$ cat src/rtl/treg_writer.sv
// -----------------------------------------------------------------------------
// treg_writer
//   Write-side controller for a toggle-flip-flop register. A target value is
//   accepted through a VALID/READY handshake. The block then issues one-hot
//   toggle masks, one bit per cycle and LSB first, until the register matches
//   the target. Stepping a single bit per cycle limits how many register
//   outputs switch at once.
//
//   A mirror of the downstream toggle register is kept internally. That
//   register shares CLK/RESET with this block, so Q always equals its contents.
//
// Ports
//   CLK     in   system clock, rising edge
//   RESET   in   synchronous, active-high reset
//   VALID   in   TARGET is presented this cycle
//   TARGET  in   [WIDTH] value the register must reach
//   ABORT   in   stop an in-progress write (masks TOGGLE in that cycle)
//   READY   out  a new target is accepted this cycle
//   TOGGLE  out  [WIDTH] T-input mask, at most one bit set
//   Q       out  [WIDTH] current register value (mirror)
//   BUSY    out  write in progress
//   DONE    out  one-cycle pulse when a write completes normally
//   STEPS   out  [CW] toggles issued for the current or most recent write
// -----------------------------------------------------------------------------

// Per-bit slice: one mirror bit and one target bit.
module treg_writer_lane (
  input  logic CLK,
  input  logic RESET,
  input  logic ld_i,    // latch a new target bit
  input  logic tgt_i,
  input  logic tog_i,   // toggle applied at this edge
  output logic q_o,
  output logic diff_o   // target and mirror disagree
);
  logic q_q, q_d;
  logic tgt_q, tgt_d;

  assign q_d   = q_q ^ tog_i;
  assign tgt_d = ld_i ? tgt_i : tgt_q;

  always_ff @(posedge CLK) begin
    if (RESET) begin
      q_q   <= 1'b0;
      tgt_q <= 1'b0;
    end else begin
      q_q   <= q_d;
      tgt_q <= tgt_d;
    end
  end

  assign q_o    = q_q;
  assign diff_o = q_q ^ tgt_q;
endmodule

module treg_writer #(
  parameter int WIDTH = 4,
  parameter int CW    = 3   // 2**CW must exceed WIDTH
) (
  input  logic             CLK,
  input  logic             RESET,
  input  logic             VALID,
  input  logic [WIDTH-1:0] TARGET,
  input  logic             ABORT,
  output logic             READY,
  output logic [WIDTH-1:0] TOGGLE,
  output logic [WIDTH-1:0] Q,
  output logic             BUSY,
  output logic             DONE,
  output logic [CW-1:0]    STEPS
);
  typedef enum logic [1:0] {S_IDLE, S_STEP, S_FIN} state_e;

  state_e           state_q, state_d;
  logic [CW-1:0]    steps_q, steps_d;
  logic [WIDTH-1:0] q_vec;
  logic [WIDTH-1:0] diff;
  logic [WIDTH-1:0] lowbit;
  logic             last_bit;
  logic             accept;

  for (genvar i = 0; i < WIDTH; i++) begin : g_lane
    treg_writer_lane u_lane (
      .CLK    (CLK),
      .RESET  (RESET),
      .ld_i   (accept),
      .tgt_i  (TARGET[i]),
      .tog_i  (TOGGLE[i]),
      .q_o    (q_vec[i]),
      .diff_o (diff[i])
    );
  end

  // Two's-complement trick isolates the lowest set bit. Clearing that bit
  // leaves zero exactly when a single bit remains, which means this toggle
  // is the last one of the write.
  assign lowbit   = diff & (~diff + WIDTH'(1));
  assign last_bit = (diff != '0) && ((diff & (diff - WIDTH'(1))) == '0);

  always_comb begin
    state_d = state_q;
    steps_d = steps_q;
    accept  = 1'b0;
    READY   = 1'b0;
    BUSY    = 1'b0;
    DONE    = 1'b0;
    TOGGLE  = '0;
    case (state_q)
      S_IDLE: begin
        READY = 1'b1;
        if (VALID) begin
          accept  = 1'b1;
          steps_d = '0;
          // When the target already matches, the write completes in zero steps.
          state_d = (TARGET == q_vec) ? S_FIN : S_STEP;
        end
      end
      S_STEP: begin
        BUSY = 1'b1;
        if (ABORT) begin
          // Leave Q partially written and keep STEPS frozen. No DONE is raised.
          state_d = S_IDLE;
        end else begin
          TOGGLE  = lowbit;
          steps_d = steps_q + CW'(1);
          if (last_bit) state_d = S_FIN;
        end
      end
      S_FIN: begin
        DONE    = 1'b1;
        state_d = S_IDLE;
      end
      default: state_d = S_IDLE;
    endcase
  end

  always_ff @(posedge CLK) begin
    if (RESET) begin
      state_q <= S_IDLE;
      steps_q <= '0;
    end else begin
      state_q <= state_d;
      steps_q <= steps_d;
    end
  end

  assign Q     = q_vec;
  assign STEPS = steps_q;
endmodule

$ cat config.mk
export PLATFORM = sky130hd
export DESIGN_NAME = treg_writer
export DESIGN_NICKNAME = d
export VERILOG_FILES = /design/src/rtl/treg_writer.sv
export SDC_FILE = /design/constraint.sdc
export NUM_CORES = 1
export LEC_CHECK = 0
export BUFFER_PORTS_ARGS = -buffer_cell sky130_fd_sc_hd__buf_2
export CORE_UTILIZATION = 50
export DETAILED_ROUTE_END_ITERATION = 7
export HOLD_SLACK_MARGIN = 0.02
export PLACE_DENSITY = 0.81
export SETUP_SLACK_MARGIN = 0.5
export SLEW_MARGIN = 20
export SYNTH_ARGS = -nofsm -noshare
export SYNTH_HDL_FRONTEND = slang
export SYNTH_SLANG_ARGS = --single-unit
$ cat constraint.sdc
create_clock -name CLK -period 3.2 [get_ports CLK]
set_input_delay 0.48 -clock CLK [delete_from_list [all_inputs] [get_ports CLK]]
set_output_delay 0.48 -clock CLK [all_outputs]
set_load 0.005 [all_outputs]
# Yosys cells after proc, flatten, opt, wreduce, memory -nomap -nowiden
# Cells that the tools add are included.
# word_totals
rom_bits,0
latchBits,0
out_inout_bits,14
ram_bits,0
reg_bits,13
in_bits,8
n_memories,0
# classes
order_cmp,0
mul,0
div,0
n_mux,15
n_reduce_logical,7
addsub,3
eq_ne,6
n_shift,0
bitwise_logic,11
# op_table
operator,n
4-bit bitwise AND,2
2-bit 2-to-1 mux,4
4-bit 2-to-1 mux,2
1-bit XOR,8
3-bit 2-to-1 mux,2
3-bit one-hot mux with 2 select lines,1
1-bit 2-to-1 mux,5
4-bit by 1-bit adder with 4-bit output (second input constant),1
4-bit equality test,1
4-bit logical NOT,1
2-bit inequality test (second input constant),2
4-bit inverter,1
2-bit one-hot mux with 2 select lines,1
4-bit nonzero test,1
4-bit by 1-bit subtractor with 4-bit output (second input constant),1
3-bit by 1-bit adder with 3-bit output (second input constant),1
3-bit inequality test (second input constant),1
3-bit AND reduction,1
2-bit by 1-bit equality test with 1-bit output (second input constant),1
2-bit equality test (second input constant),1
2-bit logical NOT,1
2-bit AND reduction,1
2-bit nonzero test,1
1-bit logical AND,1

# Logic depth before layout (Yosys ltp)
# Gate-level depths: netlist of the first run.
# logic_depth
ltp_word,8
depth_mapped,6
depth_no_buf,5

# Cells and area by module
# From an unflattened synthesis of the first run, not the netlist that was laid out.
# hier_totals
cells_unflattened,68
area_unflattened_um2,653.1
# by_module_without_submodules
mod,area_per_inst_um2,n_inst,cells_per_inst,seq_area_each_um2
treg_writer,352.8,1,40,100.1
treg_writer_lane,75.1,4,7,40.0

# Worst setup path after synthesis of the first run
# OpenSTA, ideal clock, no wires.
# synth_path
path_type,input port to output port
start,input ABORT
end,output TOGGLE[3]
t_required_ps,2720
path_stages,4
arrival_ps,1109
slack_ps,1611
cell_sequence,and2b_1 -> nand3_1 -> nor2_1 -> buf_4
# synth_between
elab_chain_len,2
# synth_lines
item,line,text
"start, declared",64,"input logic ABORT,"
4-bit 2-to-1 mux,120,if (ABORT) begin
4-bit 2-to-1 mux,108,case (state_q)
"end, declared",66,"output logic [WIDTH-1:0] TOGGLE,"
# Every way passes these cells.

# Final worst setup path of the first run
# layout_path
start,register state_q[1]
end,output TOGGLE[3]
# layout_between
elab_chain_len,2
# layout_lines
item,line,text
"start, declared",74,"state_e state_q, state_d;"
"start signal, assigned",142,state_q <= state_d;
2-bit by 1-bit equality test with 1-bit output,108,
4-bit 2-to-1 mux,108,
# Every way passes these cells.

==> reports/summary.txt, run 1 <==
Routed WL - 1290 um
area occupied by multi-input gates - 402 um2
Final Wtd Congestion - 0.719
post-layout min period - 1970 ps
Cells after Synth - 83
IO Count - 22
share of layout cells above drive strength 1 - 29.6%
num rows - 13
combinational share of power - 19.2%
antenna violations before repair - 0
post-CTS setup buffers - 0
EDFF count, synth - 0
Setup CP Type - flop to output port
clock latency on the worst-skew pair - 280 ps
clock network power share - 29.5%
post-route ant nets - 0
Final Cycle Share - 61.5%
antenna cell count - 0
clock skew - 1.77 ps
synth unique cells - 27
Max Clock Freq - 508 MHz
R2R Setup Slk - 1840 ps
WP data required - 2720 ps
clk sinks - 13
status - finished, final reports clean
cell count of the worst reg-to-reg path - 5
Hold Vio Cnt, Final - 0
Final Util - 61.2%
post-CTS resize count - 0
HP Start - TARGET[0]
total gr overflow - 0
CTS max path bufs - 2
Least-Margin Pin Slew - 403 ps
fin. max-slew vios - 0
Net Sw Frac - 27.7%
Flop pwr share - 51.3%
Place WS - 1410 ps
Yosys reg bits - 13
# nets final - 108
area of the core - 0.00133 mm2
reg-to-reg endpoint - state_q[1]
DP Area - 790 um2
port bufs - 21
Synth Area per Inst - 8.85 um2
Arr. time, crit path - 1490 ps
DR iter-0 viols - 9
routed length per instance - 11.5 um
CTS Buf Count - 3
hold crit path type - input pin to flop
Reg clk slew, reported paths - 80 ps
register area - 260 um2
CTS tree - done
crit path launch type - flop
# DRC - 0
PnR Total Power - 0.343 mW
DR pass1 iterations - 4
fin worst setup slack - 1230 ps
largest net degree at the start of global routing - 15
DR vias - 583
IR drop worst, VDD - 312 uV
most frequent cells in the layout - 21 x buf_2, 16 x nor2_1, 13 x dfxtp_1, 7 x xor2_1
Ys Warns - 0
post-route setup TNS - 0 ps
global-route wire length before repair - 1740 um
Root Buffer - clkbuf_4
sequential element share of the synthesized area - 35.4%
RR Startpoint - g_lane[0].u_lane.tgt_q
LEAKAGE - 0.414 nW
Area growth syn-to-layout - 11.1%
design area - 816 um2
Synth Cell Area - 734 um2
Mapped Nets - 92
RSZ-0062 raised after global routing - false
final setup vio count - 0
Sw Pwr - 0.0951 mW
Top FF cell, synth - dfxtp_1
crit path max fanout - 7
Die Height - 40.3 um
Hold Buf Count CTS - 0
relative slew slack - 72.9%
Max Cap Viol - 0
H-tree levels - 1
hold endpoint - g_lane[0].u_lane.tgt_q
HPWL after detailed placement - 983 um
asr flop ratio synth - 0%
fillers - 115
Die ar. - 0.00163 mm2
Cell Pwr Density - 421 mW/mm2
GRT Total Usage - 16.8%
P_int - 0.248 mW
commonest non-fill, non-tap cell in the layout - buf_2
vias in the first global route - 415
starting density of the core - 55.1%
Worst Hold Depth - 3
Vias/cell - 5.16
Setup crit end kind - output port
chip width - 40.3 um
layout make-up:
class,count,area share [%]
Clock buffer,4,3.22
Inverter,1,0.460
Multi-Input combinational cell,59,49.2
Sequential cell,13,31.9
Tap cell,15,2.30
Timing Repair Buffer,21,12.9
metal layers:
layer  up-vias  track usage [%]  wire [um]
met3         4             3.33         48
met4         0             12.5         31
met2        15             26.6        577
met1       264             19.9        636
li1        300                -          -
met5         -                0          0
cell usage after synthesis, types with 2 or more instances:
library cell	number	area (um2)
xnor2_2	2	32.5
buf_4	8	60.1
dfxtp_1	13	260
a21oi_1	2	10.0
nand2_1	6	22.5
nand3_1	2	10.0
xor2_1	7	61.3
mux2i_1	6	60.1
xnor2_1	3	26.3
nor2_1	16	60.1
and2b_1	2	15.0
cells by family after synthesis:
| family | count (synthesis) | share of synthesized area (%) |
|---|---|---|
| and+or+nand+nor | 33 | 20.6 |
| DFF | 13 | 35.4 |
| xor gates and xnor gates | 12 | 16.4 |
| buffers and inverters | 11 | 9.88 |
| AOI/OAI and AO/OA | 7 | 7.84 |
| muxes | 6 | 8.18 |
| adders and majority gates | 1 | 1.70 |
worst max-delay path, stage by stage, from the launching register on:
cell,delay (ps)
dfxtp_1,320
and2b_1,210
and2b_1,260
nand3_1,180
nor2_1,130
buf_2,110
per-stage QoR:
stage               hold WS [ps]  std cells
finish                       466        113
global route                 493        113
CTS                          471        113
detailed placement           509        109
global placement             499        109
floorplan                    478         83
flip-flops by register name (all words and copies together), names as in the netlist:
| register | flops |
|---|---|
| state_q | 2 |
| g_lane.u_lane.q_o | 4 |
| STEPS | 3 |
| g_lane.u_lane.tgt_q | 4 |
power groups by stage:
stage                     clock network [mW]  logic [mW]  registers (mW)
final                                  0.101      0.0660           0.176
after global routing                   0.109      0.0727           0.177
after CTS                              0.105      0.0664           0.176
after detailed placement                   0      0.0660           0.180
after global placement                     0      0.0641           0.179
after floorplan                            0      0.0507           0.179
worst max path at each step:
stage	from	cells after the start	end
4_1_cts	state_q[1]	5	TOGGLE[3]
6_report	state_q[1]	5	TOGGLE[3]
2_1_floorplan	ABORT	4	TOGGLE[3]
3_5_place_dp	ABORT	5	TOGGLE[3]
5_1_grt	state_q[1]	5	TOGGLE[3]
3_3_place_gp	ABORT	5	TOGGLE[3]
(Power assumes the default switching activity.)
==> inputs of run 2 (changes only) <==
--- a/config.mk
+++ b/config.mk
@@ -6,10 +6,10 @@
 export NUM_CORES = 1
 export LEC_CHECK = 0
 export BUFFER_PORTS_ARGS = -buffer_cell sky130_fd_sc_hd__buf_2
-export CORE_UTILIZATION = 50
+export CORE_UTILIZATION = 44
 export DETAILED_ROUTE_END_ITERATION = 7
 export HOLD_SLACK_MARGIN = 0.02
-export PLACE_DENSITY = 0.81
+export PLACE_DENSITY = 0.76
 export SETUP_SLACK_MARGIN = 0.5
 export SLEW_MARGIN = 20
 export SYNTH_ARGS = -nofsm -noshare
==> constraint.sdc (replaced) <==
create_clock -name CLK -period 1.65 [get_ports CLK]
set_input_delay 0.2475 -clock CLK [delete_from_list [all_inputs] [get_ports CLK]]
set_output_delay 0.2475 -clock CLK [all_outputs]
set_load 0.005 [all_outputs]
==> run 2 against run 1 <==
Against the previous run: die area grew 13%; flip-flop and latch count unchanged; first-iteration DRC count is 11% lower; total power increased by 120%; cell area grew 27%; sequential share of layout area fell by 5.5 points; final cell count increased by 12%; wire length increased by 23%; sequential power grew 95%; setup slack worse by 1100 ps; largest cell class unchanged; highest routed layer unchanged.
==> reports/summary.txt, run 2 (same netlist as run 1, synthesis figures left out) <==
status - finished, final reports clean (unchanged)
Cell Pwr Density - 713 mW/mm2 (was 421 mW/mm2)
final setup vio count - 0 (unchanged)
clock skew - 1.63 ps (was 1.77 ps)
GRT Total Usage - 19.6% (was 16.8%)
Setup crit end kind - output port (unchanged)
RSZ-0062 raised after global routing - true (was false)
LEAKAGE - 0.506 nW (was 0.414 nW)
total gr overflow - 0 (unchanged)
CTS Buf Count - 3 (unchanged)
post-layout min period - 1540 ps
Top Family by Delay on Critical Path - simple AND/OR/NAND/NOR gates (unchanged)
area of the core - 0.00152 mm2 (was 0.00133 mm2)
Hold Buf Count CTS - 0 (unchanged)
antenna cell count - 0 (unchanged)
IR drop worst, VDD - 504 uV (was 312 uV)
routed length per instance - 12.6 um (was 11.5 um)
Vias/cell - 5.14 (was 5.16)
Final Wtd Congestion - 0.701 (was 0.719)
fin. max-slew vios - 0 (unchanged)
Least-Margin Pin Slew - 493 ps (was 403 ps)
Worst path depth - 5 (unchanged)
share of layout cells above drive strength 1 - 55.0% (was 29.6%)
crit path launch type - flop (unchanged)
global-route wire length before repair - 2660 um (was 1740 um)
H-tree levels - 1 (unchanged)
worst path bufs/invs - 1 (unchanged)
Max Clock Freq - 648 MHz
Routed WL - 1600 um (was 1290 um)
hold crit path type - input pin to flop (unchanged)
post-route ant nets - 0 (unchanged)
Die Height - 42.9 um (was 40.3 um)
relative slew slack - 66.8% (was 72.9%)
Max Cap Viol - 0 (unchanged)
# DRC - 0 (unchanged)
HPWL after detailed placement - 1050 um (was 983 um)
Final Cycle Share - 93.6%
CTS max path bufs - 2 (unchanged)
DR vias - 653 (was 583)
post-route setup TNS - 0 ps (unchanged)
PnR Total Power - 0.739 mW (was 0.343 mW)
largest net degree at the start of global routing - 15 (unchanged)
CP max stage delay - 320 ps (about the same)
antenna violations before repair - 0 (unchanged)
Hold Vio Cnt, Final - 0 (unchanged)
# nets final - 121 (was 108)
Reg clk slew, reported paths - 80 ps (about the same)
Worst path slowest cell - dfxtp_2 (was dfxtp_1)
clock latency on the worst-skew pair - 270 ps (was 280 ps)
Worst Hold Depth - 3 (unchanged)
Area growth syn-to-layout - 41.1% (was 11.1%)
starting density of the core - 48.2% (was 55.1%)
crit-path cells - and2b_1 > and2b_2 > nand3_2 > nor2_1 > buf_2 (was and2b_1 > and2b_1 > nand3_1 > nor2_1 > buf_2)
most frequent cells in the layout - 19 x buf_2, 13 x nor2_1, 10 x buf_4 (was 21 x buf_2, 16 x nor2_1, 13 x dfxtp_1, 7 x xor2_1)
DR iter-0 viols - 8 (was 9)
IO Count - 22 (unchanged)
WP data required - 1400 ps (was 2720 ps)
commonest non-fill, non-tap cell in the layout - buf_2 (unchanged)
num rows - 14 (was 13)
vias in the first global route - 649 (was 415)
crit path max fanout - 4 (was 7)
Root Buffer - clkbuf_4 (unchanged)
CTS tree - done (unchanged)
DR pass1 iterations - 4 (unchanged)
cell count of the worst reg-to-reg path - 7 (was 5)
chip width - 42.9 um (was 40.3 um)
Arr. time, crit path - 1300 ps (was 1490 ps)
Die ar. - 0.00184 mm2 (was 0.00163 mm2)
port bufs - 21 (unchanged)
clk sinks - 13 (unchanged)
Setup CP Type - flop to output port (unchanged)
run 2: cell count changes in the layout (fill, tap and decap cells not counted), sizes merged:
cell | previous run | this run
buf | 21 | 34
run 2: routing by layer:
metal | GRT usage, % | vias up | part of all wire [%]
met5 | 0 | - | 0
met4 | 11.3 | 0 | 1.8
met3 | 2.98 | 4 | 5.3
met2 | 35.8 | 20 | 52
met1 | 20.8 | 304 | 41
li1 | - | 325 | -
run 2: tightest hold or removal path: stages:
cell and delay, ps:
buf_2 100, mux2i_1 60, nor2_1 70
run 2: cell type report:
class                      count  area [um2]
clock buffer                   4        26.3
multi-input combinational     59         485
sequential                    13         274
timing repair buffer          34         226
tap                           16        20.0
inverter                       1        3.75
fill                         126         488
run 2: power by group:
group          total (mW)  internal, mW  switching [mW]
sequential          0.344         0.326          0.0179
clock               0.198        0.0938           0.104
combinational       0.197         0.107          0.0901
run 2: worst paths after layout:
path | startpoint | end | slack, ps
worst max register to register | state_q[1] | g_lane[2].u_lane.q_o | 270
worst max-delay path | state_q[1] | TOGGLE[2] | 110
worst min register to register | g_lane[0].u_lane.tgt_q | g_lane[0].u_lane.q_o | 520
worst min-delay path | TARGET[3] | g_lane[3].u_lane.tgt_q | 240
run 2: repair_timing:
action / CTS / global route
setup endpoints to repair: 17 / 21
pin swaps: 9 / 5
setup buffers: 9 / 4
resized for setup: 14 / 10
run 2: per-stage QoR:
stage / util (%) / cells / instance area (um2) / hold slack [ps] / setup slack [ps]
floorplan: - / 83 / 766 / 327 / 373
global placement: 53.7 / 110 / 818 / 487 / 322
detailed placement: 53.7 / 110 / 818 / 500 / 307
CTS: 63.2 / 123 / 963 / 230 / 88.4
global route: 68.0 / 127 / 1040 / 248 / -5.45
finish: 68.0 / 127 / 1040 / 236 / 106
==> inputs of run 3 (changes only) <==
--- a/config.mk
+++ b/config.mk
@@ -6,6 +6,7 @@
 export NUM_CORES = 1
 export LEC_CHECK = 0
 export BUFFER_PORTS_ARGS = -buffer_cell sky130_fd_sc_hd__buf_2
+export CORE_MARGIN = 2
 export CORE_UTILIZATION = 44
 export DETAILED_ROUTE_END_ITERATION = 7
 export HOLD_SLACK_MARGIN = 0.02
==> run 3 against run 2 <==
Against the previous run: via count fell by 5.1%; register-to-register slack worse by 150 ps; sequential share of layout area is 0.78 points higher; non-clock buffer count fell by 4; critical path depth did not move; first-iteration DRC count fell by 63%; cell area fell by 5.1%; global-route usage decreased by 2.6 points; final cell count is 3.1% lower; die area increased by 9.6%; clock skew is 3.1 ps higher; combinational power fell by 8%; largest power group unchanged.
==> reports/summary.txt, run 3 (same netlist as run 1, synthesis figures left out) <==
cell count of the worst reg-to-reg path - 8 (was 7)
Worst Setup SP - state_q[1] (unchanged)
Least-Margin Pin Slew - 502 ps (was 493 ps)
Area growth syn-to-layout - 33.9% (was 41.1%)
Cell Count, Final, Fillers Out - 123 (was 127)
routed length per instance - 12.9 um (was 12.6 um)
Max Clock Freq - 634 MHz (was 648 MHz)
Final Wtd Congestion - 0.739 (was 0.701)
Final Util - 63.8% (was 68.0%)
reg-to-reg endpoint - g_lane[3].u_lane.q_o (was g_lane[2].u_lane.q_o)
Worst path slowest cell - dfxtp_2 (unchanged)
Die Height - 44.9 um (was 42.9 um)
# nets final - 117 (was 121)
hold endpoint - g_lane[1].u_lane.tgt_q (was g_lane[3].u_lane.tgt_q)
crit path max fanout - 4 (unchanged)
area of the core - 0.00154 mm2 (was 0.00152 mm2)
Top Family by Delay on Critical Path - simple AND/OR/NAND/NOR gates (unchanged)
Vias/cell - 5.04 (was 5.14)
hold slack - 227 ps (was 236 ps)
CTS tree - done (unchanged)
fin. max-slew vios - 0 (unchanged)
Die ar. - 0.00201 mm2 (was 0.00184 mm2)
GRT Total Usage - 16.9% (was 19.6%)
CP max stage delay - 330 ps (was 320 ps)
Worst Hold Depth - 3 (unchanged)
Hold Vio Cnt, Final - 0 (unchanged)
antenna violations before repair - 0 (unchanged)
largest net degree at the start of global routing - 15 (unchanged)
GR Util met1 - 18.8% (was 20.8%)
met2 Use GR - 31.6% (was 35.8%)
clock skew - 4.70 ps (was 1.63 ps)
post-layout min period - 1580 ps (was 1540 ps)
status - finished, final reports clean (unchanged)
clock latency on the worst-skew pair - 280 ps (was 270 ps)
commonest non-fill, non-tap cell in the layout - buf_2 (unchanged)
relative slew slack - 66.2% (was 66.8%)
Worst path depth - 5 (unchanged)
Routed WL - 1590 um (was 1600 um)
global-route wire length before repair - 2440 um (was 2660 um)
CTS max path bufs - 2 (unchanged)
Max Cap Viol - 0 (unchanged)
port bufs - 21 (unchanged)
CTS Buf Count - 3 (unchanged)
post-route ant nets - 0 (unchanged)
total gr overflow - 0 (unchanged)
# DRC - 0 (unchanged)
R2R Setup Slk - 120 ps (was 270 ps)
crit-path cells - and2b_1 > and2b_2 > nand3_4 > nor2_1 > buf_2 (was and2b_1 > and2b_2 > nand3_2 > nor2_1 > buf_2)
Setup crit end kind - output port (unchanged)
DR vias - 620 (was 653)
DR iter-0 viols - 3 (was 8)
clk sinks - 13 (unchanged)
Cell Pwr Density - 741 mW/mm2 (was 713 mW/mm2)
crit path launch type - flop (unchanged)
hold crit path type - input pin to flop (unchanged)
H-tree levels - 1 (unchanged)
fillers - 132 (was 126)
Setup CP Type - flop to output port (unchanged)
chip width - 44.9 um (was 42.9 um)
Final Cycle Share - 95.7% (was 93.6%)
Root Buffer - clkbuf_4 (unchanged)
WP data required - 1400 ps (about the same)
DR pass1 iterations - 4 (unchanged)
num rows - 14 (unchanged)
HP Start - TARGET[1] (was TARGET[3])
share of layout cells above drive strength 1 - 48.6% (was 55.0%)
worst path bufs/invs - 1 (unchanged)
met3 Resource Use GR - 2.80% (was 2.98%)
most frequent cells in the layout - 19 x buf_2, 14 x nor2_1, 9 x dfxtp_1, 7 x xor2_1, 7 x buf_4 (was 19 x buf_2, 13 x nor2_1, 10 x buf_4)
final setup vio count - 0 (unchanged)
IR drop worst, VDD - 585 uV (was 504 uV)
IO Count - 22 (unchanged)
DP Cell Count - 110 (unchanged)
RSZ-0062 raised after global routing - true (unchanged)
design area - 983 um2 (was 0.00104 mm2)
Reg clk slew, reported paths - 80 ps (about the same)
post-route setup TNS - 0 ps (unchanged)
antenna cell count - 0 (unchanged)
vias in the first global route - 579 (was 649)
Arr. time, crit path - 1330 ps (was 1300 ps)
starting density of the core - 47.6% (was 48.2%)
LEAKAGE - 0.475 nW (was 0.506 nW)
HPWL after detailed placement - 1040 um (was 1050 um)
RR Startpoint - state_q[1] (unchanged)
DP Area - 818 um2 (unchanged)
Top Usage Layer GRT - met2 (unchanged)
==> run 3: power breakdown <==
part	switching (mW)	leakage, nW	internal (mW)	total, mW
clock network	0.109	0.0150	0.0939	0.203
registers	0.0164	0.108	0.327	0.343
logic	0.0873	0.352	0.0950	0.182
==> run 3: layout make-up <==
class	instances	area, um2	share of cell area [%]
well taps	16	20.0	2.04
multi-input cells	59	473	48.1
repair buffers	30	193	19.6
flip-flops and latches	13	268	27.2
clock buffers	4	26.3	2.67
inverters	1	3.75	0.382
==> run 3: through the flow <==
step	setup WS (ps)	power [mW]
after floorplan	373	0.450
after global placement	305	0.479
after detailed placement	291	0.483
after CTS	72.9	0.717
after global routing	10.2	0.763
final	71.8	0.729
==> run 3: how the worst max path moves through the flow <==
stage,slack (ps),end
after global placement,310,TOGGLE[3]
final,70,TOGGLE[2]
after floorplan,370,TOGGLE[2]
after global routing,10,TOGGLE[2]
after detailed placement,290,TOGGLE[3]
after CTS,70,TOGGLE[3]
==> run 3: timing repair <==
| item | 4_1_cts | 5_1_grt |
|---|---|---|
| buffers inserted | 8 | 1 |
| endpoints found under the setup margin | 18 | 18 |
| resized for setup | 11 | 5 |
| hold buffers | 0 | 0 |
| pin swaps | 5 | 4 |
==> run 3: tightest hold or removal path, delay by kind of cell <==
kind	cells	cell delay (ps)
buf+inv	1	90
simple gates	1	70
mux	1	60
==> run 3: layer usage <==
layer,vias up,share of wire [%]
met5,-,0
met4,0,1.8
met3,4,4.5
met2,16,52
met1,283,42
li1,317,-
